--- config.mk ---
export PLATFORM = sky130hd
export DESIGN_NAME = plug_host_tx
export DESIGN_NICKNAME = d
export VERILOG_FILES = /design/src/rtl/plug_pkg.sv /design/src/rtl/plug_baud_tick.sv /design/src/rtl/plug_host_tx.sv
export SDC_FILE = /design/constraint.sdc
export NUM_CORES = 1
export LEC_CHECK = 0
export CORE_MARGIN = 1.5
export CORE_UTILIZATION = 44
export CTS_CLUSTER_DIAMETER = 30
export DETAILED_ROUTE_END_ITERATION = 16
export GPL_TIMING_DRIVEN = 0
export PLACE_DENSITY = 0.66
export REMOVE_ABC_BUFFERS = 1
export SETUP_SLACK_MARGIN = 0.05
export SLEW_MARGIN = 20
export SYNTH_ARGS = -nofsm -noshare
export SYNTH_HDL_FRONTEND = slang
export SYNTH_SLANG_ARGS = --single-unit
--- constraint.sdc ---
create_clock -name clock_160 -period 2 [get_ports clock_160]
set_clock_uncertainty 0.1 [all_clocks]
set_input_delay 0.2 -clock clock_160 [delete_from_list [all_inputs] [get_ports clock_160]]
set_output_delay 0.2 -clock clock_160 [all_outputs]
set_load 0.01 [all_outputs]
--- src/rtl/plug_pkg.sv ---
// Shared types and default timing for the Propeller host transmitter.
package plug_pkg;

  // 115200 baud at a 160 MHz clock.
  localparam int BAUD_DIV_DEFAULT = 1389;
  // 100 us reset pulse at 160 MHz.
  localparam int RST_CYCLES_DEFAULT = 16000;
  // 100 ms boot wait at 160 MHz.
  localparam int BOOT_CYCLES_DEFAULT = 16000000;

  localparam int BAUD_W = 16;
  localparam int DELAY_W = 24;

  typedef enum logic [2:0] {
    IDLE,
    RST_LO,
    RST_WAIT,
    START,
    DATA,
    STOP
  } state_t;

endpackage

--- src/rtl/plug_baud_tick.sv ---
// Reloadable bit-period down-counter. A load starts a fresh period; while
// enabled the counter wraps on its own and flags the last cycle of each bit.
module plug_baud_tick
  import plug_pkg::*;
#(
  parameter int DIV = BAUD_DIV_DEFAULT
) (
  input  logic clock_160,
  input  logic inp_resn,
  input  logic load,
  input  logic en,
  output logic tick
);

  localparam logic [BAUD_W-1:0] RELOAD = BAUD_W'(DIV - 1);

  logic [BAUD_W-1:0] count;

  // Count down once per cycle and restart the period on load or at zero.
  always_ff @(posedge clock_160 or negedge inp_resn) begin
    if (!inp_resn) begin
      count <= '0;
    end else if (load) begin
      count <= RELOAD;
    end else if (en) begin
      if (count == '0) begin
        count <= RELOAD;
      end else begin
        count <= count - 1'b1;
      end
    end
  end

  assign tick = en && (count == '0);

endmodule

--- src/rtl/plug_host_tx.sv ---
// Host-side link to a Parallax Propeller: 8N1 UART transmitter on plug_tx
// plus an optional reset/boot sequencer on plug_resn.
// Build option: define PLUG_RESET_EN to include the reset pulse, the boot
// wait, the pending-boot flag and the delay counter. Without it boot_req is
// ignored and plug_resn is tied high.
module plug_host_tx
  import plug_pkg::*;
#(
  parameter int BAUD_DIV    = BAUD_DIV_DEFAULT,
  parameter int RST_CYCLES  = RST_CYCLES_DEFAULT,
  parameter int BOOT_CYCLES = BOOT_CYCLES_DEFAULT
) (
  input  logic       clock_160,
  input  logic       inp_resn,
  input  logic       boot_req,
  input  logic [7:0] tx_data,
  input  logic       tx_valid,
  output logic       tx_ready,
  output logic       plug_tx,
  output logic       plug_resn,
  output logic       busy
);

  state_t     state;
  logic [7:0] shift;
  logic [2:0] bit_idx;
  logic       accept;
  logic       in_frame;
  logic       tick;

  // The handshake completes on the edge where both sides are high in IDLE.
  assign accept   = (state == IDLE) && tx_valid && tx_ready;
  assign in_frame = (state == START) || (state == DATA) || (state == STOP);

  plug_baud_tick #(
    .DIV(BAUD_DIV)
  ) u_baud (
    .clock_160(clock_160),
    .inp_resn (inp_resn),
    .load     (accept),
    .en       (in_frame),
    .tick     (tick)
  );

`ifdef PLUG_RESET_EN

  localparam logic [DELAY_W-1:0] RST_LOAD  = DELAY_W'(RST_CYCLES - 1);
  localparam logic [DELAY_W-1:0] BOOT_LOAD = DELAY_W'(BOOT_CYCLES - 1);

  logic               pending;
  logic [DELAY_W-1:0] delay;

  // Main sequencer: frames bytes and runs the reset pulse and boot wait.
  always_ff @(posedge clock_160 or negedge inp_resn) begin
    if (!inp_resn) begin
      state     <= IDLE;
      plug_tx   <= 1'b1;
      plug_resn <= 1'b1;
      tx_ready  <= 1'b0;
      busy      <= 1'b0;
      pending   <= 1'b0;
      delay     <= '0;
      shift     <= '0;
      bit_idx   <= '0;
    end else begin
      case (state)
        IDLE: begin
          if (accept) begin
            state    <= START;
            plug_tx  <= 1'b0;
            tx_ready <= 1'b0;
            busy     <= 1'b1;
            shift    <= tx_data;
            bit_idx  <= '0;
            pending  <= boot_req;
          end else if (boot_req) begin
            state     <= RST_LO;
            plug_resn <= 1'b0;
            tx_ready  <= 1'b0;
            busy      <= 1'b1;
            delay     <= RST_LOAD;
          end else begin
            tx_ready <= 1'b1;
          end
        end

        START: begin
          if (boot_req) begin
            pending <= 1'b1;
          end
          if (tick) begin
            state   <= DATA;
            plug_tx <= shift[0];
            shift   <= shift >> 1;
            bit_idx <= '0;
          end
        end

        DATA: begin
          if (boot_req) begin
            pending <= 1'b1;
          end
          if (tick) begin
            if (bit_idx == 3'd7) begin
              state   <= STOP;
              plug_tx <= 1'b1;
            end else begin
              plug_tx <= shift[0];
              shift   <= shift >> 1;
              bit_idx <= bit_idx + 3'd1;
            end
          end
        end

        STOP: begin
          if (boot_req) begin
            pending <= 1'b1;
          end
          if (tick) begin
            if (pending || boot_req) begin
              state     <= RST_LO;
              plug_resn <= 1'b0;
              pending   <= 1'b0;
              delay     <= RST_LOAD;
            end else begin
              state    <= IDLE;
              busy     <= 1'b0;
              tx_ready <= 1'b1;
            end
          end
        end

        RST_LO: begin
          if (delay == '0) begin
            state     <= RST_WAIT;
            plug_resn <= 1'b1;
            delay     <= BOOT_LOAD;
          end else begin
            delay <= delay - 1'b1;
          end
        end

        RST_WAIT: begin
          if (delay == '0) begin
            state    <= IDLE;
            busy     <= 1'b0;
            tx_ready <= 1'b1;
          end else begin
            delay <= delay - 1'b1;
          end
        end

        default: begin
          state     <= IDLE;
          plug_tx   <= 1'b1;
          plug_resn <= 1'b1;
          tx_ready  <= 1'b0;
          busy      <= 1'b0;
          pending   <= 1'b0;
        end
      endcase
    end
  end

`else

  logic unused_cfg;

  assign unused_cfg = ^{boot_req, RST_CYCLES, BOOT_CYCLES};
  assign plug_resn  = 1'b1;

  // UART-only sequencer: frames bytes, boot requests have no effect.
  always_ff @(posedge clock_160 or negedge inp_resn) begin
    if (!inp_resn) begin
      state    <= IDLE;
      plug_tx  <= 1'b1;
      tx_ready <= 1'b0;
      busy     <= 1'b0;
      shift    <= '0;
      bit_idx  <= '0;
    end else begin
      case (state)
        IDLE: begin
          if (accept) begin
            state    <= START;
            plug_tx  <= 1'b0;
            tx_ready <= 1'b0;
            busy     <= 1'b1;
            shift    <= tx_data;
            bit_idx  <= '0;
          end else begin
            tx_ready <= 1'b1;
          end
        end

        START: begin
          if (tick) begin
            state   <= DATA;
            plug_tx <= shift[0];
            shift   <= shift >> 1;
            bit_idx <= '0;
          end
        end

        DATA: begin
          if (tick) begin
            if (bit_idx == 3'd7) begin
              state   <= STOP;
              plug_tx <= 1'b1;
            end else begin
              plug_tx <= shift[0];
              shift   <= shift >> 1;
              bit_idx <= bit_idx + 3'd1;
            end
          end
        end

        STOP: begin
          if (tick) begin
            state    <= IDLE;
            busy     <= 1'b0;
            tx_ready <= 1'b1;
          end
        end

        default: begin
          state    <= IDLE;
          plug_tx  <= 1'b1;
          tx_ready <= 1'b0;
          busy     <= 1'b0;
        end
      endcase
    end
  end

`endif

endmodule

==> impl_metrics.yaml, run 1 <==
flow_run:
  maxCapViolations: 0
timing:
  fmax_ghz: 0.492
  min_period_over_period: 1.02
  finalMaxSlewViolations: 0
  final.min_clock_period_ns: 2.03
  fin_ws_ns: -0.0323
  setup_viol: 9
  rsz0062_at_grt: "yes"
  hold_violations: 0
floorplanning:
  die_y_um: 69.8
  rows: 24
  io-pin-count: 16
  die_area_um2: 4870
  start_util: 0.453
  coreArea_um2: 4320
  die_w_um: 69.8
grt:
  grtUsageTotal: 0.222
  overflow: 0
  grt_max_degree: 25
  grt_antenna_before_repair: 0
  first_global_vias: 1856
  grt_pass1_wl_mm: 8.74
logic_synthesis:
  async_reset_ff_frac: 1.00
  synth.avg_cell_area_um2: 9.75
  yosys_warnings: 0
  yosysUniqueCellTypes: 62
  ys.flop_type: "dfrtp_1"
  synth_seq_area_share: 0.422
  syn_area_um2: 1960
  synth_cells: 201
  ys_ff_latch: 33
  synth-edff-count: 0
cells_and_area:
  num-fill-cells: 359
  nets: 251
  final_layout_size_suffix_gt1_frac: 0.363
  seqCellArea_um2: 836
  antenna_cells: 0
  syn_to_final_growth_pct: 36.3
  final_util: 0.618
  multi_input_area_um2: 1220
  final_cells: 289
critical_path:
  arrival_ns: 2.12
  crit_path_max_fanout: 7
  end_kind: "flip-flop"
  worstPathRequired_ns: 2.08
  cp-start-kind: "flip-flop"
  critPathKind: "reg -> reg"
cts:
  clockBufferDepth: 2
  clkTransAtPathRegs_ns: 0.07
  clk_latency_ns: 0.29
  cts_num_sinks: 33
  htree_levels: 2
  cts_tree: "built"
  numCtsBuffers: 5
  clockRootBuffer: "clkbuf_8"
run_status:
  outcome: "complete, but fails checks"
  violations: "negative setup slack"
placement:
  post-place-cells: 253
  dp_hpwl_mm: 3.12
  place.gp.congestion: 0.831
  portBuffers: 13
hold_path:
  hold_class: "in -> async"
drt:
  vias_per_cell: 6.34
  via_count: 1831
  routedWlPerCell_um: 18.7
  dr.pass1.iters: 4
  drtAntennaViolNets: 0
  postRouteWirelength_mm: 5.40
  drc_errors: 0
  drtIter0Drc: 97
pwr:
  vdd_drop_max_v: 0.000423
  p_leak_uw: 0.00113
  power_density_nw_per_um2: 473
  finalPower_uw: 1260
[power breakdown]
group,total (uW),leakage (uW),switching [uW],internal [uW]
registers,678,0.000374,4.39,673
clock network,528,0.0000455,248,281
logic,57.9,0.000714,26.3,31.6
total,1260,0.00113,278,986
[area by class of cell]
class	instances	area share
Sequential cell	33	0.313
Tap cell	52	0.0243
Clock buffer	8	0.0337
Timing Repair Buffer	42	0.164
Multi-Input combinational cell	147	0.455
Inverter	7	0.00983
[Yosys cell counts (4+ instances only)]
cell,number,share of area
a21oi_1,14,0.036
a2bb2oi_1,8,0.036
a31oi_1,9,0.029
and3_1,4,0.013
clkbuf_1,5,0.0096
dfrtp_1,32,0.41
inv_1,7,0.013
nand2_1,16,0.031
nand3_1,5,0.013
nor2_1,8,0.015
nor3_1,5,0.013
o21ai_0,8,0.020
o2bb2ai_1,8,0.036
[cells by family (layout without fill, tap and decap cells)]
logic type / after synthesis / after routing / synth area share
adder cells (fa/ha/maj): 3 / 3 / 0.0191
AO/OA/AOI/OAI: 75 / 75 / 0.281
flip-flops: 33 / 33 / 0.422
buffers and inverters: 21 / 57 / 0.0568
other: 1 / 1 / 0.00191
multiplexers: 3 / 3 / 0.0172
AND/OR/NAND/NOR: 65 / 65 / 0.202
[flip-flops by register name, summed over array words and instances, names as in the netlist]
| signal | flops |
|---|---|
| shift | 8 |
| busy | 1 |
| u_baud.count | 16 |
| bit_idx | 3 |
| tx_ready | 1 |
| plug_tx | 1 |
| state | 3 |
[per-layer routing]
metal / vias up / global-route usage / routed length (um)
li1: 849 / - / -
met1: 915 / 0.284 / 2400
met4: 0 / 0.0769 / 103
met3: 12 / 0.0509 / 227
met2: 55 / 0.370 / 2670
met5: - / 0 / 0
[cells in the final DEF (no fill, tap or decap), drive strengths merged, types with 3 or more instances in the layout]
cell type,instances
a21o,3
a21oi,14
a2bb2oi,8
a31oi,9
and3,4
buf,28
clkbuf,9
clkdlybuf4s50,12
dfrtp,32
ha,3
inv,7
mux2,3
nand2,17
nand3,5
nand4,3
nor2,8
nor3,5
nor4,4
o21ai,8
o22ai,3
o2bb2ai,8
[what timing repair did]
action,4_1_cts,5_1_grt
setup endpoints to repair,33,31
pin swaps,6,13
hold buffers,1,0
setup buffers,23,3
resized for setup,23,27
hold endpoints to repair,32,0
cloned,0,1
[through the flow]
stage	setup WS [ns]	instance area [um2]	TNS, ns	hold WS [ns]
floorplan	-0.433	1880	-2.80	-0.196
global placement	-0.955	2070	-18.08	0.381
detailed placement	-0.999	2100	-16.32	-0.00237
CTS	0.0276	2480	0	0.234
global route	-0.0716	2670	-0.901	0.246
finish	-0.0323	2670	-0.137	0.219
[critical path: stages, from the launching register on]
cell	delay [ns]
dfrtp_1	0.40
inv_2	0.09
ha_4	0.15
nor4b_4	0.33
buf_4	0.19
and4_4	0.30
buf_12	0.14
a21oi_1	0.06
a21o_1	0.17
[path summary, 6_finish.rpt]
| kind | endpoint | cells past startpoint | slack (ns) | startpoint |
|---|---|---|---|---|
| setup / recovery | state[2] | 8 | -0.03 | u_baud.count[1] |
| hold / removal | u_baud.count[14] | 2 | 0.22 | inp_resn |
| setup reg to reg | state[2] | 8 | -0.03 | u_baud.count[1] |
| hold reg to reg | plug_tx | 1 | 0.43 | plug_tx |
| max in group asynchronous | plug_tx | 3 | 1.08 | inp_resn |
| min in group clock_160 | plug_tx | 1 | 0.43 | plug_tx |
Note: power is estimated with default switching activity, not from simulation.
==> run 2, diff against run 1 <==
SKIP_LAST_GASP = 1   (was unset)
==> run 2 against run 1 <==
Maximum frequency rose by 0.40%. Power fell by 0.27%. Critical path type unchanged. Cell count did not move. Clock power barely moved. Critical path depth did not move. Highest routed layer unchanged. Worst setup slack improved by 0.0080 ns. Critical endpoint unchanged. Register-to-register slack barely moved. Clock-buffer cell count did not move. The run still ends with negative setup slack left. Cell area fell by 0.47%. Sequential share of layout area rose by 0.15 points. Global-route usage did not move. Combinational power fell by 2%.
==> impl_metrics.yaml, run 2 (synthesis gave the netlist of run 1 again) <==
critical_path:
  slowest_delay_ns: 0.40
  critPathKind: "reg -> reg"
  arrival_ns: 2.11
  rr_endpoint: "state[2]"
  cp-start-kind: "flip-flop"
  crit_chain: "inv_2 -> ha_4 -> nor4b_4 -> buf_4 -> and4_4 -> buf_12 -> a21oi_1 -> a21o_1"
  r2r_cells: 8
  timing.rr.start: "u_baud.count[1]"
  slowest_stage: "dfrtp_1"
  r2r_slack_ns: -0.02
  crit_path_max_fanout: 7
  worstPathRequired_ns: 2.08
  end_kind: "flip-flop"
drt:
  dr.pass1.iters: 4
  via_count: 1793
  postRouteWirelength_mm: 5.34
  routedWlPerCell_um: 18.5
  drc_errors: 0
  drtAntennaViolNets: 0
  vias_per_cell: 6.20
  drtIter0Drc: 117
placement:
  portBuffers: 13
  place.gp.congestion: 0.831
  dp_hpwl_mm: 3.12
  post-place-cells: 253
floorplanning:
  start_util: 0.453
  io-pin-count: 16
  die_area_um2: 4870
  die_w_um: 69.8
  coreArea_um2: 4320
  die_y_um: 69.8
  rows: 24
grt:
  grt_max_degree: 25
  grt_antenna_before_repair: 0
  grtUsageTotal: 0.222
  overflow: 0
  grt_pass1_wl_mm: 8.74
  first_global_vias: 1856
pwr:
  power_density_nw_per_um2: 474
  p_leak_uw: 0.00113
  vdd_drop_max_v: 0.000418
  finalPower_uw: 1260
run_status:
  outcome: "complete, but fails checks"
  violations: "negative setup slack"
cells_and_area:
  syn_to_final_growth_pct: 35.7
  layout_common_cells: "dfrtp_1, buf_4, a21oi_1, nand2_1, clkdlybuf4s50_1"
  final_cells: 289
  top_regs: "u_baud.count: 16 flops, shift: 8 flops"
  final_util: 0.615
  antenna_cells: 0
  final_layout_size_suffix_gt1_frac: 0.354
  nets: 251
  mostFrequentLayoutCell: "dfrtp_1"
  top_register: "u_baud.count"
  largest_reg_flops: 16
timing:
  rsz0062_at_grt: "yes"
  finalMaxSlewViolations: 0
  final.min_clock_period_ns: 2.02
  fmax_ghz: 0.494
  setup_viol: 8
  hold_violations: 0
  min_period_over_period: 1.01
  whs_ns: 0.218
  fin_ws_ns: -0.0242
  finalSetupTns_ns: -0.0948
cts:
  cts_num_sinks: 33
  htree_levels: 2
  clockRootBuffer: "clkbuf_8"
  numCtsBuffers: 5
  cts_tree: "built"
  clockBufferDepth: 2
  clk_latency_ns: 0.29
  clkTransAtPathRegs_ns: 0.07
hold_path:
  hold_class: "in -> async"
flow_run:
  maxCapViolations: 0
==> run 2: cell counts in the layout (fill, tap and decap cells not counted) <==
No cell type changed its count.
==> run 2: worst max-delay path: cells and delay by family, from the launching register on <==
family          cells  cell delay (ns)
simple gates        2             0.63
flops               1             0.40
fa+ha+maj           1             0.16
compound gates      2             0.23
buf+inv             3             0.42
==> run 2: final cells by class <==
class	count	area (um2)
timing repair buffer	42	439
tap	52	65.1
clock buffer	8	90.1
inverter	7	26.3
sequential	33	836
fill	361	1660
multi-input combinational	147	1200
==> run 2: timing repair <==
action                                 CTS  global route
gates cloned                             0             1
pin swaps                                6            13
setup endpoints to repair               33            31
setup buffers                           23             3
hold buffers                             1             0
endpoints found under the hold margin   32             0
gates resized for setup                 23            25
==> run 2: through the flow <==
| step | setup WS [ns] | area (um2) |
|---|---|---|
| after floorplan | -0.433 | 1880 |
| after global placement | -0.955 | 2070 |
| after detailed placement | -0.999 | 2100 |
| after CTS | 0.0276 | 2480 |
| after global routing | -0.0693 | 2660 |
| final | -0.0242 | 2660 |
==> run 2: worst max-delay path by stage <==
stage | startpoint | depth (start not counted) | slack [ns] | to
6_report | u_baud.count[1] | 8 | -0.02 | state[2]
5_1_grt | u_baud.count[1] | 8 | -0.07 | u_baud.count[12]
3_3_place_gp | u_baud.count[0] | 6 | -0.96 | bit_idx[1]
4_1_cts | u_baud.count[6] | 4 | 0.03 | u_baud.count[15]
2_1_floorplan | u_baud.count[0] | 6 | -0.43 | bit_idx[0]
3_5_place_dp | u_baud.count[0] | 6 | -1.0 | bit_idx[2]
==> run 2: where the power goes <==
part	internal [uW]	total, uW	switching (uW)	leakage, uW
Combinational	31.1	57.0	25.9	0.000711
Sequential	673	678	4.12	0.000374
Clock	281	526	245	0.0000455
==> run 2: layer usage <==
layer	vias to the layer above	GRT usage	part of all wire
met5	-	0	0
met4	0	0.0769	0.014
met3	8	0.0509	0.050
met2	56	0.370	0.50
met1	879	0.284	0.43
li1	850	-	-
==> run 3, diff against run 2 <==
CAP_MARGIN = 20   (was unset)
GPL_TIMING_DRIVEN = unset   (was 0)
SYNTH_HIERARCHICAL = 1   (was unset)
==> run 3 against run 2 <==
The flow still finishes with violations (negative setup slack). Global-route usage down 0.38 points. Area after synthesis down 3.9%. Clock power down 4.9%. Power up 110%. Clock-buffer cell count down 3. Worst setup slack worse by 0.26 ns. Critical path type unchanged.
==> impl_metrics.yaml, run 3 <==
cells_and_area:
  top_regs: "u_baud/count: 16 flops, shift: 8 flops"
  nets: 256
  syn_to_final_growth_pct: 39.6
  largest_reg_flops: 16
  top_register: "u_baud/count"
  design_area_um2: 2630
  mostFrequentLayoutCell: "buf_4"
  layout_common_cells: "buf_4, dfrtp_1, clkdlybuf4s50_1"
  antenna_cells: 0
  final_layout_size_suffix_gt1_frac: 0.421
  final_util: 0.648
drt:
  via_count: 1654
  vias_per_cell: 5.66
  drc_errors: 0
  drtAntennaViolNets: 0
  drtIter0Drc: 100
  dr.pass1.iters: 4
  routedWlPerCell_um: 16.0
  postRouteWirelength_mm: 4.66
pwr:
  pwr-share-comb: 0.463
  clockPowerShare: 0.185
  power_density_nw_per_um2: 1030
  p_leak_uw: 0.00115
  switchingPower_uw: 946
  p_int_uw: 1760
  power_frac_seq: 0.352
  vdd_drop_max_v: 0.000536
  switching_share: 0.350
grt:
  grtUsageTotal: 0.218
  grt_pass1_wl_mm: 7.42
  overflow: 0
  grt_max_degree: 34
  first_global_vias: 1579
  grt_antenna_before_repair: 0
placement:
  dp_hpwl_mm: 2.94
  place_ws_ns: -0.359
  place.gp.congestion: 0.857
  dpl_cell_area_um2: 2290
  portBuffers: 13
floorplanning:
  io-pin-count: 16
  rows: 23
  die_y_um: 68.4
  die_w_um: 68.4
  die_area_um2: 4680
  coreArea_um2: 4060
  start_util: 0.464
critical_path:
  crit_path_max_fanout: 6
  r2r_slack_ns: -0.28
  critPathKind: "reg -> reg"
  crit_top_cell: "buf_4"
  critPathBufInv: 3
  slowest_stage: "dfrtp_1"
  cp-start-kind: "flip-flop"
  end_kind: "flip-flop"
  cp_num_cells: 11
  slowest_delay_ns: 0.39
  crit_chain: "inv_1 -> ha_2 -> nor4b_4 -> buf_4 -> nand2_4 -> nor2_4 -> nand2_1 -> a32oi_1 -> o21ai_1 -> buf_4 -> mux2_4"
  arrival_ns: 2.36
  worstPathRequired_ns: 2.08
  critical_path.top_delay_family: "simple AND/OR/NAND/NOR gates"
  r2r_cells: 11
logic_synthesis:
  ys.flop_type: "dfrtp_1"
  ys_top_cells_by_count: "dfrtp_1, nand2_1, mux2_2, nor2_1"
  synthXorXnorAreaFrac: 0.0279
  synth-simple-area-share: 0.208
  syn_area_um2: 1880
  synth_top_area_frac: 0.425
  synth_cells: 183
  synth_top_area_cell: "dfrtp_1"
  synth_fa_ha_area_frac: 0.0199
  synth.most_common_cell: "dfrtp_1"
  ys_ff_latch: 33
  synth.avg_cell_area_um2: 10.3
  synth-edff-count: 0
  synth_seq_area_share: 0.439
  ys_top_cells_by_area: "dfrtp_1, mux2_2, mux2_4"
  synth_top_family_by_area: "simple AND/OR/NAND/NOR gates"
  async_reset_ff_frac: 1.00
  yosysUniqueCellTypes: 48
  yosys-mux-area-fraction: 0.133
  yosys_warnings: 6
  synth-compound-area-share: 0.117
timing:
  fmax_ghz: 0.438
  finalSetupTns_ns: -3.67
  hold_violations: 0
  rsz0062_at_grt: "yes"
  finalMaxSlewViolations: 0
  worst_slew_pin_slew_ns: 0.575
  relSlewSlack: 0.615
  setup_viol: 21
  final.min_clock_period_ns: 2.28
  min_period_over_period: 1.14
  fin_ws_ns: -0.284
run_status:
  violations: "negative setup slack"
  outcome: "complete, but fails checks"
cts:
  holdBufCountCts: 0
  clockRootBuffer: "clkbuf_8"
  cts_num_sinks: 33
  numCtsBuffers: 5
  clk_latency_ns: 0.29
  htree_levels: 2
  clockBufferDepth: 2
  cts_tree: "built"
  clkTransAtPathRegs_ns: 0.07
flow_run:
  maxCapViolations: 0
hold_path:
  hold_class: "in -> async"
[run 3: power by group through the flow]
stage | Sequential, uW | Clock, uW | Combinational [uW]
after floorplan | 977 | 0 | 573
after global placement | 938 | 0 | 998
after detailed placement | 955 | 0 | 1030
after CTS | 945 | 506 | 1170
after global routing | 972 | 542 | 1350
final | 952 | 500 | 1250
[run 3: final cells by class]
type / count / area [um2]
fillers: 300 / 1430
flip-flops and latches: 33 / 827
multi-input cells: 134 / 1120
repair buffers: 62 / 518
clock buffers: 5 / 68.8
inverters: 5 / 18.8
clock inverters: 3 / 17.5
well taps: 50 / 62.6
[run 3: per-stage QoR]
step,hold WS [ns],std cells,total power [uW]
4_1_cts,0.228,287,2620
3_5_place_dp,0.399,273,1990
5_1_grt,0.257,292,2860
3_3_place_gp,0.389,273,1940
6_report,0.215,292,2710
2_1_floorplan,-0.196,171,1550
[run 3: kinds of logic (layout without fill, tap and decap cells)]
logic type | after synthesis | count (layout)
mux | 20 | 20
other cells | 1 | 1
simple gates | 69 | 70
buf+inv | 17 | 75
flops | 33 | 33
compound gates | 34 | 34
fa+ha+maj | 3 | 3
xor+xnor | 6 | 6
[run 3: routing by layer]
| layer | track usage | routed length (um) |
|---|---|---|
| met3 | 0.0576 | 149 |
| met4 | 0.0900 | 90 |
| met2 | 0.361 | 2290 |
| met1 | 0.267 | 2140 |
| met5 | 0 | 0 |
[run 3: repair_timing]
item	4_1_cts	5_1_grt
endpoints found under the hold margin	0	0
pin swaps	17	15
endpoints found under the setup margin	24	26
gates resized for setup	25	19
gates cloned	2	0
setup buffers	4	6
[run 3: final timing paths]
| path | startpoint | end |
|---|---|---|
| max | u_baud/count[1] | shift[0] |
| min | inp_resn | u_baud/count[2] |
| max reg2reg | u_baud/count[1] | shift[0] |
| min reg2reg | shift[3] | shift[3] |
| max in group asynchronous | inp_resn | plug_tx |
| min in group clock_160 | shift[3] | shift[3] |
